`config.mk`:
```
export PLATFORM = sky130hd
export DESIGN_NAME = rf_wb_sched_flat
export DESIGN_NICKNAME = d
export VERILOG_FILES = /design/src/rtl/rf_wb_sched_if.sv /design/src/rtl/rf_wb_sched.sv /design/src/flat_wrapper.sv
export SDC_FILE = /design/constraint.sdc
export NUM_CORES = 1
export LEC_CHECK = 0
export ABC_AREA = 0
export CAP_MARGIN = 30
export CORE_ASPECT_RATIO = 0.75
export CORE_UTILIZATION = 45
export DETAILED_ROUTE_END_ITERATION = 7
export PLACE_DENSITY = 0.76
export SLEW_MARGIN = 25
export SYNTH_ARGS = -nofsm -noshare
export SYNTH_HDL_FRONTEND = slang
export SYNTH_SLANG_ARGS = --single-unit
```
`constraint.sdc`:
```
create_clock -name clk -period 3.92 [get_ports clk]
set_input_delay 0.784 -clock clk [delete_from_list [all_inputs] [get_ports clk]]
set_output_delay 0.784 -clock clk [all_outputs]
set_load 0.05 [all_outputs]
```
`src/rtl/rf_wb_sched_if.sv`:
```
// Write-request bundle for the RF write-port scheduler: in-order pipeline
// writeback (source A) and the buffered MDU result stream (source B).
interface rf_wb_sched_if;
  logic        a_we;
  logic [4:0]  a_addr;
  logic [31:0] a_data;
  logic [31:0] a_pc;
  logic        b_valid;
  logic        b_ready;
  logic [4:0]  b_addr;
  logic [31:0] b_data;
  logic [31:0] b_pc;

  modport master (
    output a_we, a_addr, a_data, a_pc,
    output b_valid, b_addr, b_data, b_pc,
    input  b_ready
  );

  modport slave (
    input  a_we, a_addr, a_data, a_pc,
    input  b_valid, b_addr, b_data, b_pc,
    output b_ready
  );
endinterface

```
`src/rtl/rf_wb_sched.sv`:
```
// Shares the single RF write port between pipeline writeback and buffered MDU
// results, tracks pending MDU destinations and stalls decode on hazards.
module rf_wb_sched #(
  parameter int DEPTH      = 2,
  parameter int STARVE_MAX = 4
) (
  input  logic         clk,
  input  logic         reset,
  rf_wb_sched_if.slave bus,
  input  logic         sb_set,
  input  logic [4:0]   sb_addr,
  input  logic [4:0]   rs_addr,
  input  logic [4:0]   rt_addr,
  output logic         stall,
  output logic         hold_a,
  output logic         rf_we,
  output logic [4:0]   rf_waddr,
  output logic [31:0]  rf_wdata,
  output logic [31:0]  rf_pc,
  output logic [31:0]  busy_vec,
  output logic         err_waw
);

  localparam int PW = (DEPTH > 1) ? $clog2(DEPTH) : 1;
  localparam int CW = PW + 1;
  localparam int SW = $clog2(STARVE_MAX + 1);

  typedef struct packed {
    logic [4:0]  addr;
    logic [31:0] data;
    logic [31:0] pc;
  } b_entry_t;

  b_entry_t        mem [DEPTH];
  b_entry_t        head;
  logic [PW-1:0]   wr_ptr, rd_ptr;
  logic [CW-1:0]   count;
  logic [SW-1:0]   starve_cnt;
  logic            src_b;
  logic            full, empty, push;
  logic            a_ok, grant_a, grant_b, b_write;
  logic [31:0]     busy_next;

  assign full  = (count == CW'(DEPTH));
  assign empty = (count == '0);
  assign head  = mem[rd_ptr];

  // b_ready is gated by reset so the MDU sees no acceptance while in reset.
  assign bus.b_ready = reset && !full;
  assign push        = bus.b_valid && bus.b_ready;

  assign a_ok    = bus.a_we && (bus.a_addr != 5'd0);
  assign hold_a  = (starve_cnt == SW'(STARVE_MAX)) && !empty;
  assign grant_b = !empty && (hold_a || !a_ok);
  assign grant_a = a_ok && !hold_a;
  assign b_write = grant_b && (head.addr != 5'd0);

  // NOTE: the result storage has no reset; pointers and count define validity,
  // so clearing the array would only add reset fan-out for no behaviour.
  always_ff @(posedge clk) begin
    if (push) mem[wr_ptr] <= '{addr: bus.b_addr, data: bus.b_data, pc: bus.b_pc};
  end

  // NOTE: sequential state uses non-blocking assignments so every register
  // samples pre-edge values regardless of statement order.
  always_ff @(posedge clk or negedge reset) begin
    if (!reset) begin
      wr_ptr     <= '0;
      rd_ptr     <= '0;
      count      <= '0;
      starve_cnt <= '0;
    end else begin
      if (push)    wr_ptr <= wr_ptr + 1'b1;
      if (grant_b) rd_ptr <= rd_ptr + 1'b1;
      unique case ({push, grant_b})
        2'b10:   count <= count + 1'b1;
        2'b01:   count <= count - 1'b1;
        default: count <= count;
      endcase
      if (empty || grant_b)
        starve_cnt <= '0;
      else if (starve_cnt != SW'(STARVE_MAX))
        starve_cnt <= starve_cnt + 1'b1;
    end
  end

  always_ff @(posedge clk or negedge reset) begin
    if (!reset) begin
      rf_we    <= 1'b0;
      src_b    <= 1'b0;
      rf_waddr <= '0;
      rf_wdata <= '0;
      rf_pc    <= '0;
    end else begin
      rf_we <= grant_a || b_write;
      src_b <= b_write;
      if (grant_a) begin
        rf_waddr <= bus.a_addr;
        rf_wdata <= bus.a_data;
        rf_pc    <= bus.a_pc;
      end else if (b_write) begin
        rf_waddr <= head.addr;
        rf_wdata <= head.data;
        rf_pc    <= head.pc;
      end
    end
  end

  // NOTE: combinational blocks assign a default first so no path infers a latch.
  always_comb begin
    busy_next = busy_vec;
    if (rf_we && src_b) busy_next[rf_waddr] = 1'b0;
    // Set follows clear so a same-edge set on the committing register wins.
    if (sb_set && sb_addr != 5'd0) busy_next[sb_addr] = 1'b1;
    busy_next[0] = 1'b0;
  end

  always_ff @(posedge clk or negedge reset) begin
    if (!reset) begin
      busy_vec <= '0;
      err_waw  <= 1'b0;
    end else begin
      busy_vec <= busy_next;
      if (a_ok && busy_vec[bus.a_addr] && !hold_a) err_waw <= 1'b1;
    end
  end

  assign stall = (rs_addr != 5'd0 && busy_vec[rs_addr]) ||
                 (rt_addr != 5'd0 && busy_vec[rt_addr]) ||
                 (sb_set && sb_addr != 5'd0 && busy_vec[sb_addr]);

endmodule
```
`src/flat_wrapper.sv`:
```
// flat-port wrapper written by rule: the top's interface ports become plain ports
module rf_wb_sched_flat 
#(
  parameter int DEPTH      = 2,
  parameter int STARVE_MAX = 4
)
  (clk, reset, sb_set, sb_addr, rs_addr, rt_addr, stall, hold_a, rf_we, rf_waddr, rf_wdata, rf_pc, busy_vec, err_waw, bus_a_we, bus_a_addr, bus_a_data, bus_a_pc, bus_b_valid, bus_b_addr, bus_b_data, bus_b_pc, bus_b_ready);
  rf_wb_sched_if bus_i ();
  input  logic clk;
  input  logic reset;
  input  logic sb_set;
  input  logic [4:0] sb_addr;
  input  logic [4:0] rs_addr;
  input  logic [4:0] rt_addr;
  output logic stall;
  output logic hold_a;
  output logic rf_we;
  output logic [4:0] rf_waddr;
  output logic [31:0] rf_wdata;
  output logic [31:0] rf_pc;
  output logic [31:0] busy_vec;
  output logic err_waw;
  input wire logic [$bits(bus_i.a_we)-1:0] bus_a_we;
  input wire logic [$bits(bus_i.a_addr)-1:0] bus_a_addr;
  input wire logic [$bits(bus_i.a_data)-1:0] bus_a_data;
  input wire logic [$bits(bus_i.a_pc)-1:0] bus_a_pc;
  input wire logic [$bits(bus_i.b_valid)-1:0] bus_b_valid;
  input wire logic [$bits(bus_i.b_addr)-1:0] bus_b_addr;
  input wire logic [$bits(bus_i.b_data)-1:0] bus_b_data;
  input wire logic [$bits(bus_i.b_pc)-1:0] bus_b_pc;
  output wire logic [$bits(bus_i.b_ready)-1:0] bus_b_ready;
  assign bus_i.a_we = bus_a_we;
  assign bus_i.a_addr = bus_a_addr;
  assign bus_i.a_data = bus_a_data;
  assign bus_i.a_pc = bus_a_pc;
  assign bus_i.b_valid = bus_b_valid;
  assign bus_i.b_addr = bus_b_addr;
  assign bus_i.b_data = bus_b_data;
  assign bus_i.b_pc = bus_b_pc;
  assign bus_b_ready = bus_i.b_ready;
  rf_wb_sched #(.DEPTH(DEPTH), .STARVE_MAX(STARVE_MAX)) u_core (.clk(clk), .reset(reset), .bus(bus_i), .sb_set(sb_set), .sb_addr(sb_addr), .rs_addr(rs_addr), .rt_addr(rt_addr), .stall(stall), .hold_a(hold_a), .rf_we(rf_we), .rf_waddr(rf_waddr), .rf_wdata(rf_wdata), .rf_pc(rf_pc), .busy_vec(busy_vec), .err_waw(err_waw));
endmodule
```
---- After elaboration in Yosys (flattened, before gate mapping) ----
Memories as Yosys holds them, arrays and structs flattened.
Index checks and enable logic that the tools add are counted.
storage, ports and cells
  register bits after elaboration ......... 110
  bits in latches ......................... 0
  RAM bits ................................ 138
  ROM bits ................................ 0
  logic and storage cells ................. 91
  memories kept ........................... 1
memories
  name        words  width  rd ports  clocked after memory_dff  wr ports  line               source
  u_core.mem  2      69     1         0                         1         rf_wb_sched.sv:34  b_entry_t mem [DEPTH];
operators by class
  add/sub/neg operators ................... 5
  multiply operators ...................... 0
  divide/modulo/power cells ............... 0
  $lt $le $gt $ge ......................... 7
  equal/unequal tests ..................... 5
  shift operators ......................... 0
  multiplexer cells ....................... 25
  bitwise operators ....................... 3
  reduce and logical (&&, ||, !) cells .... 34
operators by type and width
  kind                                                                                  count
  32-bit 2-to-1 mux                                                                     6
  32-bit bitwise AND                                                                    1
  32-bit inverter                                                                       1
  32-bit OR                                                                             1
  5-bit by 6-bit less-than comparator with 1-bit output (second input constant)         5
  5-bit nonzero test                                                                    5
  1-bit binary-select mux with 5-bit select                                             4
  1-bit logical AND                                                                     16
  1-bit demux with 5-bit select                                                         2
  5-bit by 1-bit greater-or-equal comparator with 1-bit output (second input constant)  2
  5-bit 2-to-1 mux                                                                      2
  1-bit 2-to-1 mux                                                                      8
  3-bit 2-to-1 mux                                                                      2
  2-bit nonzero test                                                                    3
  1-bit logical OR                                                                      5
  2-bit == test (second input constant)                                                 2
  1-bit logical NOT                                                                     4
  2-bit case mux with 2 select lines                                                    1
  3-bit by 1-bit adder with 3-bit output (second input constant)                        1
  3-bit == test (second input constant)                                                 1
  3-bit inequality test (second input constant)                                         1
  1-bit adder (second input constant)                                                   2
  2-bit by 1-bit adder with 2-bit output (second input constant)                        1
  2-bit by 1-bit == test with 1-bit output (second input constant)                      1
  2 further kinds                                                                       2

---- Longest topological paths before layout ----
Gate-level depths: netlist of the first run.
  depth in word-level cells ............... 9
  mapped depth ............................ 11
  mapped depth without buffers ............ 9

---- Least setup slack after synthesis of the first run ----
No wires, ideal clock.
  kind .................................... in2reg
  from .................................... in reset
  to ...................................... mem u_core.mem[0][0] (netlist name) (enable)
  setup time .............................. 0.497 ns
  arrival time ............................ 5.272 ns
  slack ................................... -1.849 ns
  stages .................................. 3
  path buffers ............................ 0
  path through ............................ a21boi_0 -> nand2_1 -> nor2_1
on the way
  longest elaborated chain between the ends .. 4
RTL lines
  item                                    line                source
  start: declaration                      flat_wrapper.sv:10  input logic reset;
  1-bit logical AND                       rf_wb_sched.sv:49   assign bus.b_ready = reset && !full;
  1-bit logical AND                       rf_wb_sched.sv:50   assign push = bus.b_valid && bus.b_ready;
  1-bit 2-to-1 mux                        rf_wb_sched.sv:61   if (push) mem[wr_ptr] <= '{addr: bus.b_addr, data: bus.b_data, pc: bus.b_pc};
  1-bit 2-to-1 mux (implied by the code)  rf_wb_sched.sv:61
  end: declaration                        rf_wb_sched.sv:34
Every way passes these cells.

---- Worst setup path in the final report of the first run ----
  from .................................... in rs_addr[2]
  to ...................................... out stall
on the way
  longest elaborated chain between the ends .. 5
RTL lines
  item                                       line                source
  start: declaration                         flat_wrapper.sv:13  input logic [4:0] rs_addr;
  1-bit binary-select mux with 5-bit select  rf_wb_sched.sv:128  assign stall = (rs_addr != 5'd0 && busy_vec[rs_addr]) ||
  1-bit 2-to-1 mux (implied by the code)     rf_wb_sched.sv:128
  1-bit logical AND *                        rf_wb_sched.sv:128
  1-bit logical OR *                         rf_wb_sched.sv:128
  1-bit logical OR *                         rf_wb_sched.sv:129  (rt_addr != 5'd0 && busy_vec[rt_addr]) ||
  end: declaration                           flat_wrapper.sv:15  output logic stall;
Mark *: on every way between the ends. The rest lies on a longest branch, timed or not. The select of a mux whose other input is x is not followed.

==> impl_metrics.csv, run 1 <==
group,metric,value,unit
yosys,netlist.area_leader.share,0.373,
die,die_y,138,um
setup_path,arrival,2.92,ns
yosys,yosysSeqAreaShare,0.620,
pwr,power_leakage,0.00564,uW
yosys,synth_xor_area_frac,0.00472,
grt,grt_pass1_vias,7986,
routing,avgViaCountPerCell,5.54,
routing,wl,29600,um
clock_tree,path_clk_slew,0.06,ns
clock_tree,clock-root-buffer,"clkbuf_16",
yosys,synth_top_family_by_area,"multiplexers",
placement,dp_hpwl,20300,um
placement,placed_area,0.0141,sq mm
clock_tree,hold_buffers,0,
sta,rsz0062_at_grt,"no",
placement,gp_congestion,0.954,
routing,detail_route.wl_per_cell,21.0,um
hold_path,min_path_type,"in -> async",
die,io_pins,264,
sta,fin_crit_sh,0.945,
setup_path,cp-end-kind,"primary output",
yosys,async_flop_share,0.444,
routing,drtIter0Drc,818,
yosys,synth_edf_count,138,
grt,grt.total_usage,0.235,
clock_tree,clkSinkCount,248,
layout,area_growth,34.2,%
yosys,syn_nets,963,
grt,met1_usage,0.334,
sta,final-max-slew-violation-count,0,
yosys,ys_types,53,
layout,final_core_util,0.620,
clock_tree,cts_tree,"done",
yosys,yosysWarnings,0,
routing,final_antenna_net_count,0,
die,die_w,184,um
status,status,"finished clean",
yosys,synth_top_area_cell,"edfxtp_1",
grt,grt.overflow.total,0,
layout,final_nets,1223,
sta,fin_tns_setup,0,ns
sta,whs,0.400,ns
clock_tree,post_cts_buffers,0,
layout,fillers,1886,
setup_path,crit_required,3.14,ns
sta,worst_slew_pin_slew,0.797,ns
sta,final.min_clock_period,3.71,ns
routing,drc_errors,0,
grt,grt_start_max_net_pins,66,
yosys,synthAdderAreaFrac,0.00337,
yosys,syn_inst,802,
sta,slew_headroom,0.469,
yosys,synth_simple_gate_area_frac,0.0605,
yosys,synthMuxAreaShare,0.199,
sta,setup_viol,0,
grt,grt_antenna_before_repair,1,
yosys,yosys-top-cells-area,"edfxtp_1, dfrtp_1, mux2_2",
sta,hold_viol,0,
grt,grt_busiest_layer,"met2",
yosys,synth_flop_cell,"edfxtp_1",
flow_run,maxCapViolCount,0,
clock_tree,clk_latency,0.51,ns
layout,num_antenna_cells,0,
clock_tree,cts.path.max_buffers,3,
clock_tree,cts_resized,0,
die,die_area,0.0254,sq mm
die,rows,49,
layout,finalNonFillerCells,1412,
setup_path,startpoint_type,"primary input",
clock_tree,h-tree-depth,1,
setup_path,crit_fanout,8,
pwr,power_density,693,mW/mm^2
sta,finClkSkew,0.0122,ns
yosys,synth_commonest_cells,"edfxtp_1, dfrtp_1, mux2_2",
routing,firstDrtPassIters,5,
layout,final_layout_size_suffix_gt1_frac,0.167,
yosys,synth_seq_cells,248,
grt,grt_pass1_wl,46100,um
pwr,peakVddDrop,0.000386,V
sta,max_freq,270,MHz
setup_path,path_class,"in -> out",
yosys,synth-compound-area-share,0.0821,
yosys,syn_area_per_cell,13.9,sq um
die,initial_core_util,0.462,
clock_tree,cts_made_buffers,25,
placement,dp.cells,1366,
grt,grtUsageMet3,0.0735,
layout,fin_area,0.0149,sq mm
yosys,netlist_area,0.0111,sq mm
yosys,synth.most_common_cell,"edfxtp_1",
routing,vias,7824,
die,core_area,0.0241,sq mm
grt,met2_usage,0.351,
placement,portBuffers,262,
## path summary, 6_finish.rpt
path	startpoint	end	slack, ns	cells after the start
max in group asynchronous	reset	u_core.rd_ptr	2.22	3
min in group clk	u_core.starve_cnt[0]	u_core.starve_cnt[0]	0.47	1
min reg2reg	u_core.starve_cnt[0]	u_core.starve_cnt[0]	0.47	1
min	reset	u_core.rf_pc[3]	0.40	2
max	rs_addr[2]	stall	0.21	7
max reg2reg	u_core.rd_ptr	u_core.rf_wdata[9]	1.34	5
## critical path: stages
cell             delay [ns]
clkdlybuf4s50_1        0.71
mux4_2                 0.36
mux2i_1                0.17
o211ai_1               0.13
nor4_1                 0.40
o211ai_1               0.14
buf_4                  0.22
## cells by family (layout without fill, tap and decap cells)
group,Yosys count,in the layout
AO/OA/AOI/OAI,158,158
other,1,1
multiplexers,181,181
flip-flops,248,248
AND/OR/NAND/NOR,144,144
adder cells (fa/ha/maj),3,3
buffers and inverters,61,340
XOR/XNOR,6,6
## cells in the final DEF (no fill, tap or decap), drive strengths merged, types with 3 or more instances in the layout
| cell | count |
|---|---|
| a221oi | 3 |
| buf | 24 |
| bufinv | 3 |
| clkbuf | 28 |
| clkdlybuf4s50 | 257 |
| clkinv | 12 |
| dfrtp | 110 |
| edfxtp | 138 |
| ha | 3 |
| inv | 12 |
| mux2 | 86 |
| mux2i | 73 |
| mux4 | 22 |
| nand2 | 84 |
| nand3 | 9 |
| nand3b | 5 |
| nand4 | 5 |
| nor2 | 13 |
| nor2b | 7 |
| o211ai | 4 |
| o21ai | 132 |
| or3 | 4 |
| xnor2 | 4 |
## registers in the layout, summed over array words and instances (netlist names)
name / flops
u_core.starve_cnt: 3
u_core.mem: 138
u_core.busy_vec: 31
u_core.rf_pc: 32
u_core.rd_ptr: 1
u_core.rf_waddr: 5
u_core.count: 2
u_core.rf_wdata: 32
u_core.err_waw: 1
u_core.rf_we: 1
u_core.wr_ptr: 1
u_core.src_b: 1
## layer usage
layer / vias to the layer above / routed length (um)
met2: 384 / 13200
met4: 2 / 522
met1: 3855 / 12800
li1: 3538 / -
met5: - / 13
met3: 45 / 3080
## area by class of cell
cell class                 count  area, sq um  area share
tap                          331          414      0.0277
multi-input combinational    493         3920       0.262
clock inverter                18          184      0.0123
clock buffer                  28          657      0.0440
sequential                   248         6900       0.462
inverter                      11         41.3     0.00277
timing repair buffer         283         2820       0.189
## stage by stage
step / power (uW) / setup WS (ns)
global placement: 7930 / 0.0938
floorplan: 6500 / 0.0219
detailed placement: 7980 / 0.0749
CTS: 10400 / 0.0721
finish: 10300 / 0.214
global route: 10800 / 0.0818
## where the power goes
part / leakage (uW) / switching (uW) / internal, uW
combinational: 0.00270 / 2320 / 1670
sequential: 0.00252 / 648 / 3320
clock: 0.000412 / 979 / 1410
total: 0.00564 / 3940 / 6400
No activity file was read; power rests on OpenSTA's default activity.
==> run 2: changes to the inputs <==
--- a/config.mk
+++ b/config.mk
@@ -10,6 +10,8 @@
 export CORE_ASPECT_RATIO = 0.75
 export CORE_UTILIZATION = 45
 export DETAILED_ROUTE_END_ITERATION = 7
+export GPL_ROUTABILITY_DRIVEN = 0
+export HOLD_SLACK_MARGIN = 0.08
 export PLACE_DENSITY = 0.76
 export SLEW_MARGIN = 25
 export SYNTH_ARGS = -nofsm -noshare
==> impl_metrics.csv, run 2 (synthesis gave the netlist of run 1 again) <==
group,metric,value,unit
layout,num_antenna_cells,0,
pwr,peakVddDrop,0.000404,V
layout,layout_common_cells,"clkdlybuf4s50_1, edfxtp_1, dfrtp_1",
placement,dp_hpwl,19000,um
routing,firstDrtPassIters,5,
routing,detail_route.wl_per_cell,20.0,um
layout,final_layout_size_suffix_gt1_frac,0.155,
setup_path,path_class,"in -> out",
setup_path,crit_required,3.14,ns
clock_tree,cts.path.max_buffers,3,
setup_path,reg2reg_depth,5,
layout,final_nets,1218,
sta,rsz0062_at_grt,"no",
layout,area_growth,33.4,%
routing,wl,28100,um
clock_tree,clk_latency,0.53,ns
routing,vias,7616,
layout,reg_top3,"u_core.mem: 138 flops, u_core.rf_pc: 32 flops, u_core.rf_wdata: 32 flops",
setup_path,cp-end-kind,"primary output",
clock_tree,clock-root-buffer,"clkbuf_16",
clock_tree,path_clk_slew,0.06,ns
sta,fin_tns_setup,0,ns
clock_tree,post_cts_buffers,0,
hold_path,min_path_type,"in -> async",
die,die_y,138,um
sta,slew_headroom,0.475,
grt,grt_pass1_wl,44200,um
setup_path,rr_startpoint,"u_core.rd_ptr",
die,die_w,184,um
clock_tree,clkSinkCount,248,
pwr,total_power,10100,uW
setup_path,r2r_end,"u_core.rf_wdata[16]",
layout,top_register,"u_core.mem",
die,io_pins,264,
sta,finClkSkew,0.0286,ns
pwr,power_density,679,mW/mm^2
routing,final_antenna_net_count,0,
setup_path,arrival,2.96,ns
grt,grt_antenna_before_repair,0,
sta,final.min_clock_period,3.74,ns
layout,final_common_cell,"clkdlybuf4s50_1",
sta,setup_viol,0,
sta,worst_slew_pin_slew,0.787,ns
die,rows,49,
sta,final-max-slew-violation-count,0,
pwr,power_leakage,0.00558,uW
grt,grt_pass1_vias,7787,
routing,drc_errors,0,
clock_tree,cts_made_buffers,25,
setup_path,startpoint_type,"primary input",
routing,avgViaCountPerCell,5.41,
clock_tree,cts_tree,"done",
flow_run,maxCapViolCount,0,
grt,grt.overflow.total,0,
die,die_area,0.0254,sq mm
die,initial_core_util,0.462,
status,status,"finished clean",
placement,portBuffers,262,
sta,hold_viol,0,
clock_tree,h-tree-depth,1,
die,core_area,0.0241,sq mm
setup_path,rrSetupSlack,1.30,ns
sta,max_freq,267,MHz
setup_path,crit_fanout,6,
layout,largest_reg_flops,138,
routing,drtIter0Drc,556,
sta,fin_crit_sh,0.954,
grt,grt.total_usage,0.223,
grt,grt_start_max_net_pins,65,
run 2: cell types whose count changed in the layout (fill, tap and decap cells not counted), moves of 2 or more:
cell,previous run,this run
clkbuf_1,1,11
buf_4,21,13
buf_12,3,6
bufinv_16,3,1
clkinv_1,4,2
clkinv_2,6,4
clkinvlp_4,2,0
run 2: timing repair:
item | in CTS | in global routing
endpoints found under the setup margin | 0 | 1
gates resized for setup | 0 | 1
hold buffers | 0 | 0
run 2: worst max-delay path, stage by stage:
cell             delay, ns
clkdlybuf4s50_1       0.70
mux4_2                0.56
mux2i_1               0.18
o211ai_1              0.11
nor4_1                0.27
o211ai_1              0.13
buf_4                 0.21
run 2: how the worst max path moves through the flow:
stage,to,start,slack (ns),cells past startpoint
detailed placement,stall,rt_addr[0],0.13,6
global route,stall,rs_addr[0],0.02,8
floorplan,u_core.mem[0][0],reset,0.02,3
global placement,stall,rt_addr[0],0.16,6
CTS,stall,rt_addr[0],0.13,6
finish,stall,rs_addr[0],0.18,7
run 2: layer usage:
| metal | routed length, um | track usage |
|---|---|---|
| met5 | 81 | 0.0229 |
| met4 | 546 | 0.0482 |
| met3 | 2810 | 0.0638 |
| met2 | 12700 | 0.337 |
| met1 | 12000 | 0.318 |
run 2: power breakdown:
part,switching (uW),internal [uW],leakage (uW)
Combinational,2300,1660,0.00268
Sequential,566,3320,0.00252
Clock,964,1270,0.000370
Total,3830,6250,0.00558
run 2: final cells by class:
type	instances	area [sq um]
multi-input combinational	493	3920
fill	1919	9250
clock inverter	9	75.1
timing repair buffer	278	2810
sequential	248	6900
inverter	11	41.3
clock buffer	37	681
tap	331	414
run 2: per-stage QoR:
stage	worst slack [ns]	util	hold slack (ns)	cell area, sq um	std cells
6_report	0.181	0.616	0.380	14800	1407
5_1_grt	0.0204	0.616	0.435	14800	1407
4_1_cts	0.126	0.616	0.415	14800	1407
3_5_place_dp	0.135	0.585	0.464	14100	1361
3_3_place_gp	0.163	0.585	0.450	14100	1361
2_1_floorplan	0.0219	-	0.432	11100	802
==> run 3: changes to the inputs <==
--- a/config.mk
+++ b/config.mk
@@ -5,14 +5,14 @@
 export SDC_FILE = /design/constraint.sdc
 export NUM_CORES = 1
 export LEC_CHECK = 0
-export ABC_AREA = 0
+export ABC_AREA = 1
 export CAP_MARGIN = 30
 export CORE_ASPECT_RATIO = 0.75
-export CORE_UTILIZATION = 45
+export CORE_UTILIZATION = 46
 export DETAILED_ROUTE_END_ITERATION = 7
 export GPL_ROUTABILITY_DRIVEN = 0
 export HOLD_SLACK_MARGIN = 0.08
-export PLACE_DENSITY = 0.76
+export PLACE_DENSITY = 0.77
 export SLEW_MARGIN = 25
 export SYNTH_ARGS = -nofsm -noshare
 export SYNTH_HDL_FRONTEND = slang
==> impl_metrics.csv, run 3 <==
group,metric,value,unit
status,status,"finished clean",
die,die_w,183,um
placement,portBuffers,262,
grt,grt_pass1_wl,50800,um
setup_path,cp-end-kind,"primary output",
setup_path,cp_cell_sequence,"clkdlybuf4s50_1 -> clkinv_1 -> nand3_1 -> nand2_1 -> nand2_1 -> nand2_1 -> inv_1 -> nand2_1 -> nand2_1 -> nand2_1 -> nor2_1 -> nand2_1 -> buf_12",
yosys,ys_types,30,
die,die_y,138,um
setup_path,startpoint_type,"primary input",
layout,final_layout_size_suffix_gt1_frac,0.0470,
yosys,synth_top_area_cell,"edfxtp_1",
pwr,power_density,718,mW/mm^2
setup_path,rr_startpoint,"u_core.starve_cnt[0]",
pwr,power_leakage,0.00636,uW
clock_tree,clkSinkCount,248,
grt,grt.overflow.total,0,
yosys,syn_area_per_cell,9.03,sq um
sta,whs,0.408,ns
pwr,peakVddDrop,0.000491,V
pwr,seqPwrFrac,0.371,
pwr,p_sw,4660,uW
sta,fin_tns_setup,0,ns
layout,reg_top3,"u_core.mem: 138 flops, u_core.rf_pc: 32 flops, u_core.rf_wdata: 32 flops",
sta,setup_viol,0,
setup_path,r2r_end,"u_core.rf_wdata[6]",
setup_path,crit_required,3.14,ns
flow_run,maxCapViolCount,0,
sta,final-max-slew-violation-count,0,
yosys,async_flop_share,0.444,
yosys,synth_edf_count,138,
pwr,clkPwrFrac,0.218,
layout,final_core_util,0.626,
setup_path,crit_buf_inv,4,
yosys,syn_nets,1416,
setup_path,reg2reg_depth,10,
layout,fillers,1988,
setup_path,worstSetupEndpoint,"stall",
layout,top_register,"u_core.mem",
grt,grt_start_max_net_pins,105,
yosys,netlist_area,0.0113,sq mm
yosys,yosysSeqAreaShare,0.609,
yosys,syn_inst,1255,
yosys,yosysWarnings,0,
sta,worst_slew_pin_slew,0.809,ns
layout,layout_common_cells,"nand2_1, clkdlybuf4s50_1, edfxtp_1",
clock_tree,clock-root-buffer,"clkbuf_16",
die,core_area,0.0241,sq mm
clock_tree,path_clk_slew,0.06,ns
yosys,yosys-top-cells-area,"edfxtp_1, dfrtp_1, nand2_1",
layout,area_growth,33.2,%
setup_path,path_common_cell,"nand2_1",
clock_tree,hold_buffers,0,
routing,drc_errors,0,
setup_path,cp_slowest_cell,"clkdlybuf4s50_1",
layout,final_common_cell,"nand2_1",
routing,avgViaCountPerCell,5.40,
clock_tree,cts_tree,"done",
setup_path,crit_fanout,9,
pwr,p_comb_frac,0.411,
yosys,netlist.area_leader.share,0.366,
sta,slew_headroom,0.461,
setup_path,critical_path.max_stage_delay,0.65,ns
setup_path,startpoint,"rs_addr[1]",
layout,seq_area,0.00690,sq mm
routing,vias,9955,
clock_tree,h-tree-depth,1,
setup_path,arrival,2.58,ns
sta,fin_crit_sh,0.858,
routing,wl,33000,um
layout,largest_reg_flops,138,
pwr,power.internal,6170,uW
grt,grt_pass1_vias,9444,
setup_path,path_class,"in -> out",
clock_tree,post_cts_buffers,0,
grt,grt.total_usage,0.262,
setup_path,cp_top_family,"buffers and inverters",
yosys,synth_flop_cell,"edfxtp_1",
clock_tree,clk_latency,0.53,ns
die,io_pins,264,
sta,rsz0062_at_grt,"no",
sta,max_freq,297,MHz
layout,multi_input_area,0.00386,sq mm
routing,drtIter0Drc,1037,
layout,final_nets,1653,
clock_tree,cts_resized,0,
routing,final_antenna_net_count,0,
routing,firstDrtPassIters,8,
yosys,synth_seq_cells,248,
die,initial_core_util,0.470,
yosys,synth.most_common_cell,"nand2_1",
pwr,p_sw_frac,0.430,
hold_path,min_path_type,"in -> async",
yosys,synth_commonest_cells,"nand2_1, edfxtp_1, nand3_1",
sta,final.min_clock_period,3.36,ns
sta,finClkSkew,0.0260,ns
placement,dp_hpwl,21900,um
sta,hold_viol,0,
setup_path,path_depth,13,
routing,detail_route.wl_per_cell,17.9,um
clock_tree,cts.path.max_buffers,3,
grt,grt_antenna_before_repair,3,
die,rows,49,
clock_tree,cts_made_buffers,25,
die,die_area,0.0253,sq mm
setup_path,rrSetupSlack,1.49,ns
run 3: changes by cell type after synthesis, sizes merged, moves of 56 or more:
cell	before	now
nand2	84	466
nand3	9	122
mux2	86	0
nor2	13	89
mux2i	73	3
a31oi	0	64
inv	11	67
run 3: through the flow:
| stage | power (uW) | cells | instance area (sq um) | setup slack (ns) |
|---|---|---|---|---|
| after floorplan | 6750 | 1255 | 11300 | 0.374 |
| after global placement | 8400 | 1795 | 14200 | 0.625 |
| after detailed placement | 8480 | 1795 | 14200 | 0.567 |
| after CTS | 10900 | 1841 | 15100 | 0.588 |
| after global routing | 11400 | 1842 | 15100 | 0.370 |
| final | 10800 | 1845 | 15100 | 0.556 |
run 3: layout make-up:
type	instances	share of cell area
flip-flops and latches	248	0.457
multi-input cells	871	0.256
repair buffers	278	0.188
clock buffers	32	0.0473
well taps	331	0.0274
inverters	68	0.0169
clock inverters	14	0.00721
diodes	3	0.000497
run 3: power by group through the flow:
stage	Sequential [uW]	Clock (uW)	Combinational (uW)
floorplan	5230	0	1530
global placement	4020	0	4380
detailed placement	4020	0	4450
CTS	3990	2410	4470
global route	4060	2500	4800
finish	4010	2360	4460
run 3: worst min path at each step:
stage | from | end | slack, ns | cells after the start
global route | reset | u_core.rf_wdata[14] | 0.45 | 2
detailed placement | u_core.err_waw | u_core.err_waw | 0.48 | 1
floorplan | u_core.starve_cnt[0] | u_core.starve_cnt[0] | 0.43 | 1
global placement | u_core.starve_cnt[0] | u_core.starve_cnt[0] | 0.45 | 1
CTS | reset | u_core.rf_wdata[13] | 0.42 | 2
finish | reset | u_core.busy_vec[29] | 0.41 | 2
run 3: kinds of logic after synthesis:
family          share of synthesized area
simple gates                        0.246
fa+ha+maj                         0.00331
compound gates                     0.0835
mux                               0.00265
flops                               0.609
xor+xnor                          0.00387
buf+inv                            0.0515
other cells                      0.000331
run 3: metal layers:
metal | vias to the layer above | global-route usage | share of wire
li1 | 4681 | - | -
met1 | 4595 | 0.360 | 0.40
met2 | 579 | 0.408 | 0.45
met3 | 98 | 0.0657 | 0.11
met4 | 2 | 0.0884 | 0.036
met5 | - | 0 | 0.00033
